**config.mk**
```make
export PLATFORM = sky130hd
export DESIGN_NAME = imem_loader_flat
export DESIGN_NICKNAME = d
export VERILOG_FILES = /design/src/rtl/imem_loader_if.sv /design/src/rtl/imem_loader.sv /design/src/flat_wrapper.sv
export SDC_FILE = /design/constraint.sdc
export NUM_CORES = 1
export LEC_CHECK = 0
export BUFFER_PORTS_ARGS = -buffer_cell sky130_fd_sc_hd__buf_2
export CAP_MARGIN = 30
export CORE_MARGIN = 5
export CORE_UTILIZATION = 45
export DETAILED_ROUTE_END_ITERATION = 6
export GPL_TIMING_DRIVEN = 0
export PLACE_DENSITY = 0.77
export SLEW_MARGIN = 20
export SYNTH_ARGS = -nofsm -noshare
export SYNTH_HDL_FRONTEND = slang
export SYNTH_SLANG_ARGS = --single-unit
```
**constraint.sdc**
```tcl
create_clock -name clk -period 2.31 [get_ports clk]
set_input_delay 0.1155 -clock clk [delete_from_list [all_inputs] [get_ports clk]]
set_output_delay 0.1155 -clock clk [all_outputs]
set_load 0.005 [all_outputs]
```
**src/rtl/imem_loader_if.sv**
```systemverilog
// imem_loader_if: byte-stream input and instruction-memory write/status bundle
interface imem_loader_if #(parameter int ADDR_W = 7);
  logic              start;
  logic              byte_valid;
  logic [7:0]        byte_data;
  logic              byte_ready;
  logic              wr_en;
  logic [ADDR_W-1:0] wr_addr;
  logic [31:0]       wr_data;
  logic              cpu_rst;
  logic              busy;
  logic              done;
  logic              err;
  modport master (output start, byte_valid, byte_data,
                  input  byte_ready, wr_en, wr_addr, wr_data, cpu_rst, busy, done, err);
  modport slave  (input  start, byte_valid, byte_data,
                  output byte_ready, wr_en, wr_addr, wr_data, cpu_rst, busy, done, err);
endinterface

```
**src/rtl/imem_loader.sv**
```systemverilog
// imem_loader: framed byte stream to big-endian instruction words with checksum-gated CPU reset
module imem_loader #(
  parameter int ADDR_W        = 7,
  parameter int DEPTH         = 128,
  parameter int HOLD_AT_RESET = 1
) (
  input logic         clk,
  input logic         rst,
  imem_loader_if.slave bus
);
  localparam int IW = ADDR_W + 1;
  typedef enum logic [2:0] {IDLE, COUNT, DATA, WRITE, CHECK, DONE, ERROR} state_t;
  state_t        state, nxt;
  logic [IW-1:0] n, widx;
  logic [1:0]    bidx;
  logic [7:0]    csum;
  logic [31:0]   word;
  logic          acc, start_ok;
  assign bus.byte_ready = state inside {COUNT, DATA, CHECK};
  assign acc            = bus.byte_valid && bus.byte_ready;
  assign start_ok       = bus.start && (state inside {IDLE, DONE, ERROR});
  assign bus.wr_en      = state == WRITE;
  assign bus.wr_addr    = widx[ADDR_W-1:0];
  assign bus.wr_data    = word;
  assign bus.busy       = state inside {COUNT, DATA, WRITE, CHECK};
  assign bus.done       = state == DONE;
  assign bus.err        = state == ERROR;
  // only the pre-first-load IDLE follows HOLD_AT_RESET; every later non-DONE state holds the CPU
  assign bus.cpu_rst    = state == DONE ? 1'b0 : state == IDLE ? (HOLD_AT_RESET != 0) : 1'b1;
  // state register
  always_ff @(posedge clk or posedge rst)
    if (rst) state <= IDLE;
    else     state <= nxt;
  // frame sequencing: count, data bytes, one-cycle write per word, checksum
  always_comb begin
    nxt = state;
    case (state)
      IDLE, DONE, ERROR: nxt = start_ok ? COUNT : state;
      COUNT: nxt = !acc ? COUNT : (bus.byte_data == '0 || 32'(bus.byte_data) > DEPTH) ? ERROR : DATA;
      DATA:  nxt = (acc && bidx == 2'd3) ? WRITE : DATA;
      WRITE: nxt = (widx + IW'(1) == n) ? CHECK : DATA;
      CHECK: nxt = !acc ? CHECK : (bus.byte_data == csum) ? DONE : ERROR;
      default: nxt = IDLE;
    endcase
  end
  // word assembly, checksum accumulation and word/byte indices
  always_ff @(posedge clk or posedge rst)
    if (rst) begin
      n    <= '0;
      widx <= '0;
      bidx <= '0;
      csum <= '0;
      word <= '0;
    end else begin
      if (start_ok) begin
        widx <= '0;
        bidx <= '0;
        csum <= '0;
      end
      if (acc && state == COUNT) n <= IW'(bus.byte_data);
      if (acc && state == DATA) begin
        word <= {word[23:0], bus.byte_data};
        csum <= csum ^ bus.byte_data;
        bidx <= bidx + 2'd1;
      end
      if (state == WRITE) widx <= widx + IW'(1);
    end
endmodule

```
**src/flat_wrapper.sv**
```systemverilog
// flat-port wrapper written by rule: the top's interface ports become plain ports
module imem_loader_flat 
#(
  parameter int ADDR_W        = 7,
  parameter int DEPTH         = 128,
  parameter int HOLD_AT_RESET = 1
)
  (clk, rst, bus_start, bus_byte_valid, bus_byte_data, bus_byte_ready, bus_wr_en, bus_wr_addr, bus_wr_data, bus_cpu_rst, bus_busy, bus_done, bus_err);
  imem_loader_if #(.ADDR_W(ADDR_W)) bus_i ();
  input logic clk;
  input logic rst;
  input wire logic [$bits(bus_i.start)-1:0] bus_start;
  input wire logic [$bits(bus_i.byte_valid)-1:0] bus_byte_valid;
  input wire logic [$bits(bus_i.byte_data)-1:0] bus_byte_data;
  output wire logic [$bits(bus_i.byte_ready)-1:0] bus_byte_ready;
  output wire logic [$bits(bus_i.wr_en)-1:0] bus_wr_en;
  output wire logic [$bits(bus_i.wr_addr)-1:0] bus_wr_addr;
  output wire logic [$bits(bus_i.wr_data)-1:0] bus_wr_data;
  output wire logic [$bits(bus_i.cpu_rst)-1:0] bus_cpu_rst;
  output wire logic [$bits(bus_i.busy)-1:0] bus_busy;
  output wire logic [$bits(bus_i.done)-1:0] bus_done;
  output wire logic [$bits(bus_i.err)-1:0] bus_err;
  assign bus_i.start = bus_start;
  assign bus_i.byte_valid = bus_byte_valid;
  assign bus_i.byte_data = bus_byte_data;
  assign bus_byte_ready = bus_i.byte_ready;
  assign bus_wr_en = bus_i.wr_en;
  assign bus_wr_addr = bus_i.wr_addr;
  assign bus_wr_data = bus_i.wr_data;
  assign bus_cpu_rst = bus_i.cpu_rst;
  assign bus_busy = bus_i.busy;
  assign bus_done = bus_i.done;
  assign bus_err = bus_i.err;
  imem_loader #(.ADDR_W(ADDR_W), .DEPTH(DEPTH), .HOLD_AT_RESET(HOLD_AT_RESET)) u_core (.clk(clk), .rst(rst), .bus(bus_i));
endmodule
```
==> results of run 1 <==
[where the power goes]
part,switching [uW],internal [uW]
combinational,930,731
sequential,321,1480
clock,394,625
[flip-flops by register name (all words and copies together), names as in the netlist]
| register | flops |
|---|---|
| u_core.n | 8 |
| u_core.csum | 8 |
| u_core.bus.wr_data | 32 |
| u_core.bidx | 2 |
| u_core.widx | 8 |
| u_core.state | 3 |
[cell type report]
class | instances | area share
Sequential cell | 61 | 0.430
Clock buffer | 10 | 0.0388
Timing Repair Buffer | 58 | 0.0896
Buffer | 20 | 0.0300
Tap cell | 77 | 0.0272
Multi-Input combinational cell | 237 | 0.355
Clock inverter | 4 | 0.0208
Inverter | 7 | 0.00811
[what timing repair did]
action,CTS,global route
buffers inserted,0,0
endpoints found under the hold margin,15,0
hold buffers,1,0
[metrics by stage]
step | worst slack, ns | TNS [ns] | cell area [um2] | util
final | 0.141 | 0 | 3550 | 0.562
after global routing | 0.0333 | 0 | 3550 | 0.562
after CTS | 0.121 | 0 | 3550 | 0.562
after detailed placement | 0.140 | 0 | 3330 | 0.527
after global placement | -0.0646 | -3.79 | 3300 | 0.522
after floorplan | 0.313 | 0 | 2920 | -
[per-layer routing]
| layer | GRT usage | part of all wire |
|---|---|---|
| met3 | 0.0467 | 0.055 |
| met5 | 0 | 0 |
| met1 | 0.223 | 0.44 |
| met4 | 0.0695 | 0.017 |
| met2 | 0.258 | 0.48 |
[synth_stat cells]
cell type,instances
buf_4,8
and2_1,2
o41ai_1,1
and3_1,2
nand2_1,109
a31oi_1,1
and2b_1,1
or3_1,1
mux2_2,7
clkbuf_1,10
o21ai_0,32
nor4_1,3
a22o_1,2
a21boi_0,1
a21oi_1,4
nor2_1,17
o22ai_1,2
and3_4,2
o31ai_1,3
o311ai_0,1
buf_1,1
nor3_1,2
xor2_1,12
o211ai_1,1
a32o_1,1
a211o_1,1
ha_1,2
or4_1,1
a2111o_1,1
nand3_1,7
buf_2,1
a211oi_1,1
nor3b_1,1
xnor2_1,9
nor2b_1,2
o2bb2ai_1,1
nand2b_1,2
dfrtp_1,61
inv_1,7
o2111ai_1,1
a2bb2oi_1,1
[worst max-delay path: stages, from the launching register on]
cell and delay, ns:
dfrtp_1 0.45, ha_1 0.29, and3_4 0.24, and3_4 0.21, o2111ai_1 0.14, a2111o_1 0.43, a211o_1 0.30
[logic make-up after synthesis]
group,Yosys count,synth area share
flops,61,0.523
simple gates,152,0.219
mux,7,0.0270
buf+inv,27,0.0454
fa+ha+maj,2,0.00857
xor+xnor,21,0.0630
compound gates,55,0.115
[worst max-delay path by stage]
stage | cells past startpoint | end | start
2_1_floorplan | 6 | u_core.state[1] | u_core.widx[0]
3_3_place_gp | 2 | u_core.widx[0] | rst
3_5_place_dp | 6 | u_core.state[1] | u_core.widx[0]
4_1_cts | 6 | u_core.state[1] | u_core.widx[0]
5_1_grt | 6 | u_core.state[1] | u_core.widx[0]
6_report | 6 | u_core.state[1] | u_core.widx[0]
==> qor.txt, run 1 <==
Total DRC errors in the routed layout - 0
Leak Pwr - 0.00185 uW
Startpoint types - flip-flop
Synth-to-layout area growth - 21.5%
Clock-pin slew on the worst setup and hold paths - 0.07 ns
Diodes inserted - 0
Reg2Reg Setup Slack - 0.14 ns
H-tree depth - 3
FF+latch area - 0.00153 mm2
Area fraction of the dominant cell type after synthesis - 0.523
Dpl hpwl - 4880 um
Routed length per instance - 14.0 um
Multi-input combinational cell area - 0.00126 mm2
Placeable Area - 0.00631 mm2
Boundary pin count - 57
Hold slack final - 0.0782 ns
Tightest slew margin relative to the limit - 0.547
Number of antenna violations at the first check in global routing - 0
Area of the die - 0.00820 mm2
Hold Fails Final Rpt - 0
Net total in the final layout - 408
Fillers - 568
Per-instance average area after synthesis - 8.99 um2
Synth area leader - dfrtp_1
Class of the most critical setup path - reg2reg
Data required time at the worst endpoint - 2.52 ns
Number of warnings printed during yosys synthesis - 0
Worst endpoint data arrival time - 2.38 ns
Highest clock rate - 461 MHz
Number of cells in the design after placement - 459
End of the worst hold path - u_core.bus.wr_data[5]
Die width - 90.6 um
Actual slew at the worst max-slew pin - 0.680 ns
Cell Count, Final, Fillers Out - 474
Vias in the first global route - 2443
Detailed-route wire length - 6630 um
Slew Viols, Final - 0
Commonest cells after routing, fill and taps aside - nand2_1, dfrtp_1, buf_2, o21ai_0, nor2_1
Class of the tightest hold or removal check - in2reg
Router iterations before antenna repair - 4
Launch instance of the worst min-delay path - bus_byte_data[5]
Largest net degree at the start of global routing - 47
Number of buffer cells added on primary ports - 56
Maximum clock insertion buffer count - 2
Leading post-synthesis cells by cell area - dfrtp_1, nand2_1, o21ai_0
Placement row count - 29
Cell chosen for the clock root - clkbuf_8
Count of clock tree sinks - 61
Top fanout value on the critical path - 7
Via count - 2428
Ratio of final minimum period to clock period - 0.939
Ratio of cells with drive above 1 in the final layout - 0.227
Die extent in y - 90.6 um
Reg-to-Reg End - u_core.state[1]
CTS-repair resized insts - 0
Routed vias/inst - 5.12
Post-synthesis sequential area ratio - 0.523
Most common library cell in the layout ignoring fill and taps - nand2_1
VDD IR max - 0.000518 V
GRT Overall Usage - 0.168
Starting density of the core - 0.463
Endpoint type of the worst setup path - flip-flop
GR Overflow Total - 0
Net count after synthesis - 339
Pwr Total - 4480 uW
Synthesized netlist cell count - 325
TritonCTS clock tree - yes
Min-Delay Path Depth - 3
Launch point of the worst reg-to-reg path - u_core.widx[0]
Count of maximum capacitance violations - 0
Seq cells post-synth - 61
Mapped Area - 0.00292 mm2
Synth unique cells - 41
Routability Congestion - 0.892
Depth of the most critical reg-to-reg path - 6
Number of buffers inserted during clock tree synthesis - 9
First-pass GRT wire length - 11500 um
Outcome - finished clean
RSZ-0062 raised after global routing - no
Final worst clock skew - 0.0111 ns
Final min period - 2.17 ns
Number of DRC violations after detailed-routing iteration 0 - 161
Total of endpoints with negative setup slack in the final report - 0
Routed Antenna Nets - 0
Power density over cell area - 1260 mW/mm2
Latest clock arrival within the worst-skew pair - 0.33 ns
No activity file was read; power rests on OpenSTA's default activity.
==> run 2, diff against run 1 <==
Settings changed: PLACE_DENSITY 0.77 to not set, PLACE_DENSITY_LB_ADDON set to 0.25.
==> run 2 against run 1 <==
- clock skew fell by 0.0042 ns
- clock power fell by 11%
- maximum frequency fell by 0.54%
- via count rose by 1.2%
- critical endpoint unchanged
- total power fell by 2.5%
==> qor.txt, run 2 (synthesized netlist as in run 1, its figures left out) <==
Outcome - finished clean
VDD IR max - 0.000570 V
H-tree depth - 3
Clock-pin slew on the worst setup and hold paths - 0.07 ns
Placeable Area - 0.00631 mm2
Cell Count, Final, Fillers Out - 476
End of the worst hold path - u_core.bus.wr_data[5]
Reg-to-Reg End - u_core.state[1]
Slew Viols, Final - 0
Routed length per instance - 14.0 um
CTS Hold Buffers Added - 1
Multi-input combinational cell area - 0.00126 mm2
Latest clock arrival within the worst-skew pair - 0.34 ns
Worst endpoint data arrival time - 2.40 ns
Routability Congestion - 0.841
Hold Fails Final Rpt - 0
Launch instance of the worst min-delay path - bus_byte_data[5]
Post-Place Setup Slack - 0.161 ns
Net Sw Frac - 0.380
Total of endpoints with negative setup slack in the final report - 0
Detailed-route wire length - 6670 um
Most common library cell in the layout ignoring fill and taps - nand2_1
Launch point of the worst reg-to-reg path - u_core.widx[0]
Top fanout value on the critical path - 7
Starting density of the core - 0.463
Diodes inserted - 0
Die width - 90.6 um
Core utilization of the finished layout - 0.558
Count of maximum capacitance violations - 0
TritonCTS clock tree - yes
Class of the tightest hold or removal check - in2reg
Proportion of power drawn by the clock network - 0.207
Reg2Reg Setup Slack - 0.13 ns
Slack of the critical path - 0.130 ns
Number of antenna violations at the first check in global routing - 0
Number of buffer cells added on primary ports - 56
Routed Antenna Nets - 0
Dpl hpwl - 4930 um
Die extent in y - 90.6 um
Number of buffers inserted during clock tree synthesis - 9
Actual slew at the worst max-slew pin - 0.749 ns
Pwr Total - 4370 uW
GRT Overall Usage - 0.176
Number of DRC violations after detailed-routing iteration 0 - 155
Net total in the final layout - 408
Depth of the most critical reg-to-reg path - 6
Flip-flop count of the largest register, all copies and words added - 32
Share of total power in sequential cells - 0.411
FF+latch area - 0.00153 mm2
Highest clock rate - 459 MHz
Power density over cell area - 1240 mW/mm2
Cell chosen for the clock root - clkbuf_8
Min-Delay Path Depth - 3
GR Overflow Total - 0
Number of cells in the design after placement - 459
Count of clock tree sinks - 61
Leak Pwr - 0.00184 uW
Switching power of the nets - 1660 uW
Class of the most critical setup path - reg2reg
Placement row count - 29
Routed vias/inst - 5.16
Part of the power in combinational logic - 0.382
CTS-repair resized insts - 0
Via count - 2457
Ratio of cells with drive above 1 in the final layout - 0.223
Total DRC errors in the routed layout - 0
Final min period - 2.18 ns
Internal power - 2710 uW
Vias in the first global route - 2385
RSZ-0062 raised after global routing - no
Synth-to-layout area growth - 20.6%
Tightest slew margin relative to the limit - 0.501
Commonest cells after routing, fill and taps aside - nand2_1, dfrtp_1, buf_2, o21ai_0, nor2_1
Area of the die - 0.00820 mm2
Setup repair bufs after CTS - 0
Final sum of negative setup slack - 0 ns
First-pass GRT wire length - 11700 um
Ratio of final minimum period to clock period - 0.944
Largest net degree at the start of global routing - 48
Endpoint type of the worst setup path - flip-flop
Fillers - 600
Final worst clock skew - 0.00690 ns
Maximum clock insertion buffer count - 2
Boundary pin count - 57
Startpoint types - flip-flop
Data required time at the worst endpoint - 2.53 ns
Router iterations before antenna repair - 4
[run 2: changes by cell type in the layout (fill, tap and decap cells not counted), sizes merged]
cell | previous run | this run
bufinv | 2 | 1
clkbuf | 20 | 22
clkinv | 2 | 3
[run 2: final cells by class]
cell class,count,share of cell area
flip-flops and latches,61,0.434
inverters,7,0.00817
plain buffers,20,0.0302
clock buffers,12,0.0384
clock inverters,4,0.0139
well taps,77,0.0274
repair buffers,58,0.0903
multi-input cells,237,0.358
[run 2: power groups by stage]
stage | logic [uW] | clock network, uW | registers (uW)
after floorplan | 1070 | 0 | 1780
after global placement | 1620 | 0 | 1800
after detailed placement | 1690 | 0 | 1810
after CTS | 1700 | 930 | 1800
after global routing | 1910 | 978 | 1860
final | 1670 | 907 | 1790
[run 2: layer usage]
| metal | up-vias | GRT usage | routed length (um) |
|---|---|---|---|
| met5 | - | 0 | 0 |
| met4 | 0 | 0.0955 | 161 |
| met3 | 11 | 0.0367 | 298 |
| met2 | 57 | 0.260 | 3030 |
| met1 | 1171 | 0.242 | 3180 |
| li1 | 1218 | - | - |
[run 2: worst max-delay path, cell delays in order, from the launching register on]
cell and delay (ns):
dfrtp_1 0.46, ha_1 0.29, and3_4 0.24, and3_4 0.21, o2111ai_1 0.14, a2111o_1 0.43
a211o_1 0.29
[run 2: worst max-delay path by stage]
stage	from	to	slack, ns
3_3_place_gp	rst	u_core.widx[2]	-0.13
6_report	u_core.widx[0]	u_core.state[1]	0.13
5_1_grt	u_core.state[1]	u_core.csum[3]	0.02
3_5_place_dp	u_core.widx[0]	u_core.state[1]	0.16
4_1_cts	u_core.widx[0]	u_core.state[1]	0.14
2_1_floorplan	u_core.widx[0]	u_core.state[1]	0.31
[run 2: stage by stage]
step           hold slack [ns]  instance area, um2
2_1_floorplan            0.232                2920
3_3_place_gp             0.405                3300
3_5_place_dp            0.0642                3330
5_1_grt                 0.0536                3520
4_1_cts                 0.0420                3520
6_report                0.0678                3520
==> run 3, diff against run 2 <==
Settings changed: ABC_AREA set to 1.
==> run 3 against run 2 <==
- count of clock-buffer cells in the layout decreased by 1
- setup slack gained 0.33 ns
- wire length is 8.4% higher
- first-iteration DRC count is 6.5% higher
- clock power increased by 9.4%
- hold slack worse by 0.030 ns
- highest routed layer unchanged
==> qor.txt, run 3 <==
Outcome - finished clean
Fraction of met3 tracks used by global routing - 0.0475
Die extent in y - 92.0 um
Net Sw Frac - 0.395
Cell chosen for the clock root - clkbuf_8
Net count after synthesis - 370
Endpoint type of the worst setup path - output port
Largest net degree at the start of global routing - 42
Synthesized netlist cell count - 356
Commonest cells after routing, fill and taps aside - nand2_1, dfrtp_1, buf_2, nand3_1, inv_1
Worst endpoint data arrival time - 1.74 ns
Share of total power in sequential cells - 0.379
VDD IR max - 0.000659 V
Fraction of registers with async set/reset - 1.00
GRT Overall Usage - 0.181
Switching power of the nets - 1980 uW
Sequence of cells on the critical path - buf_6 -> nor3_4 -> inv_1 -> nand4_1 -> buf_2
Met1 Track Usage GR - 0.242
Min-Delay Path Depth - 3
Flip-flop count of the largest register, all copies and words added - 32
Diodes inserted - 0
Final min period - 1.85 ns
Tightest slew margin relative to the limit - 0.661
FF+latch area - 0.00153 mm2
Top fanout value on the critical path - 10
Number of buffers inserted during clock tree synthesis - 9
Leak Pwr - 0.00193 uW
Leading post-synthesis cells by cell area - dfrtp_1, nand2_1, nand3_1
Total DRC errors in the routed layout - 0
CTS-repair resized insts - 0
Most common library cell in the layout ignoring fill and taps - nand2_1
Routed length per instance - 14.3 um
Routed Antenna Nets - 0
Data required time at the worst endpoint - 2.19 ns
Post-synthesis sequential area ratio - 0.504
CP max-delay cell - nor3_4
Highest clock rate - 540 MHz
Dpl hpwl - 5380 um
Final sum of negative setup slack - 0 ns
Net total in the final layout - 438
Multi-input combinational cell area - 0.00122 mm2
Slew Viols, Final - 0
Count of clock tree sinks - 61
Number of antenna violations at the first check in global routing - 0
Library cell with the highest instance count after synthesis - nand2_1
Internal power - 3030 uW
Number of cells in the design after placement - 489
Starting density of the core - 0.469
Number of buffer cells added on primary ports - 55
Ratio of final minimum period to clock period - 0.802
RSZ-0062 raised after global routing - no
Cell Count, Final, Fillers Out - 506
Routed vias/inst - 5.16
Synth-to-layout area growth - 20.3%
Slack of the critical path - 0.457 ns
GRT Max-Usage Layer - met2
Per-instance average area after synthesis - 8.51 um2
Power density over cell area - 1370 mW/mm2
Combined buffer and inverter count along the critical path - 3
GR Overflow Total - 0
Total of endpoints with negative setup slack in the final report - 0
Detailed-route wire length - 7230 um
Number of DRC violations after detailed-routing iteration 0 - 165
Proportion of power drawn by the clock network - 0.198
Area fraction of the dominant cell type after synthesis - 0.504
Number of synthesized flops with an enable pin - 0
Die width - 92.0 um
Placement row count - 29
Leading register cell type out of synthesis - dfrtp_1
Placeable Area - 0.00646 mm2
Top delay family on crit path - simple AND/OR/NAND/NOR gates
Latest clock arrival within the worst-skew pair - 0.34 ns
Synth area leader - dfrtp_1
Boundary pin count - 57
Area of the die - 0.00847 mm2
Fillers - 601
Final worst clock skew - 0.00963 ns
Mapped Area - 0.00303 mm2
Post-Place Setup Slack - 0.595 ns
Seq cells post-synth - 61
Instance count on the critical path - 5
Part of the power in combinational logic - 0.423
Count of maximum capacitance violations - 0
Depth of the most critical reg-to-reg path - 5
Largest incremental delay on the critical path - 0.43 ns
Class of the most critical setup path - reg2out
Most instantiated cells after synthesis - nand2_1, dfrtp_1, nand3_1
Class of the tightest hold or removal check - in2reg
Routing usage on met2 - 0.279
Maximum clock insertion buffer count - 2
Clock-pin slew on the worst setup and hold paths - 0.07 ns
First-pass GRT wire length - 12100 um
Actual slew at the worst max-slew pin - 0.508 ns
Number of warnings printed during yosys synthesis - 0
Synth unique cells - 28
Via count - 2613
Routability Congestion - 0.892
TritonCTS clock tree - yes
H-tree depth - 3
Startpoint types - flip-flop
Vias in the first global route - 2501
Router iterations before antenna repair - 4
Ratio of cells with drive above 1 in the final layout - 0.228
Hold Fails Final Rpt - 0
-- run 3: power by group through the flow --
stage | combinational [uW] | sequential [uW] | clock, uW
final | 2120 | 1900 | 992
after global routing | 2400 | 1960 | 1070
after CTS | 2140 | 1890 | 1020
after detailed placement | 2130 | 1910 | 0
after global placement | 2070 | 1880 | 0
after floorplan | 1390 | 1870 | 0
-- run 3: path summary, 6_finish.rpt --
path | from | to | slack (ns)
worst max-delay path | u_core.state[2] | bus_busy | 0.46
worst min-delay path | bus_byte_data[3] | u_core.n[3] | 0.04
worst max register to register | u_core.state[2] | u_core.widx[0] | 0.60
worst min register to register | u_core.bidx[0] | u_core.bidx[0] | 0.49
max in group asynchronous | rst | u_core.bus.wr_data[9] | 1.53
min in group asynchronous | rst | u_core.csum[3] | 0.28
-- run 3: kinds of logic after synthesis --
group,Yosys count,synth area share
AO/OA/AOI/OAI,53,0.0926
XOR/XNOR,10,0.0289
adder cells (fa/ha/maj),2,0.00826
buffers and inverters,63,0.0926
flip-flops,61,0.504
multiplexers,8,0.0384
AND/OR/NAND/NOR,159,0.235
-- run 3: final cells by class --
class / count / share of cell area
flip-flops and latches: 61 / 0.419
multi-input cells: 232 / 0.335
repair buffers: 57 / 0.0838
inverters: 45 / 0.0471
clock buffers: 11 / 0.0416
plain buffers: 18 / 0.0306
well taps: 77 / 0.0265
clock inverters: 5 / 0.0161
-- run 3: stage by stage --
| step | total power (uW) | hold WS, ns | util | area [um2] |
|---|---|---|---|---|
| floorplan | 3270 | 0.236 | - | 3030 |
| global route | 5430 | 0.0542 | 0.564 | 3640 |
| global placement | 3950 | 0.395 | 0.526 | 3400 |
| detailed placement | 4040 | 0.0930 | 0.530 | 3420 |
| CTS | 5050 | 0.0158 | 0.564 | 3640 |
| finish | 5000 | 0.0375 | 0.564 | 3640 |
-- run 3: worst reg2reg max path, delay by kind of cell, from the launching register on --
kind,cells,cell delay [ns]
buffers and inverters,2,0.35
flip-flops,1,0.38
AO/OA/AOI/OAI,1,0.13
AND/OR/NAND/NOR,2,0.72
-- run 3: layer usage --
metal / up-vias / part of all wire
met1: 1243 / 0.46
met3: 14 / 0.063
li1: 1284 / -
met5: - / 0
met2: 72 / 0.46
met4: 0 / 0.019
-- run 3: what timing repair did --
item,in CTS,in global routing
setup buffers,0,0
hold endpoints to repair,20,0
hold buffers,1,0
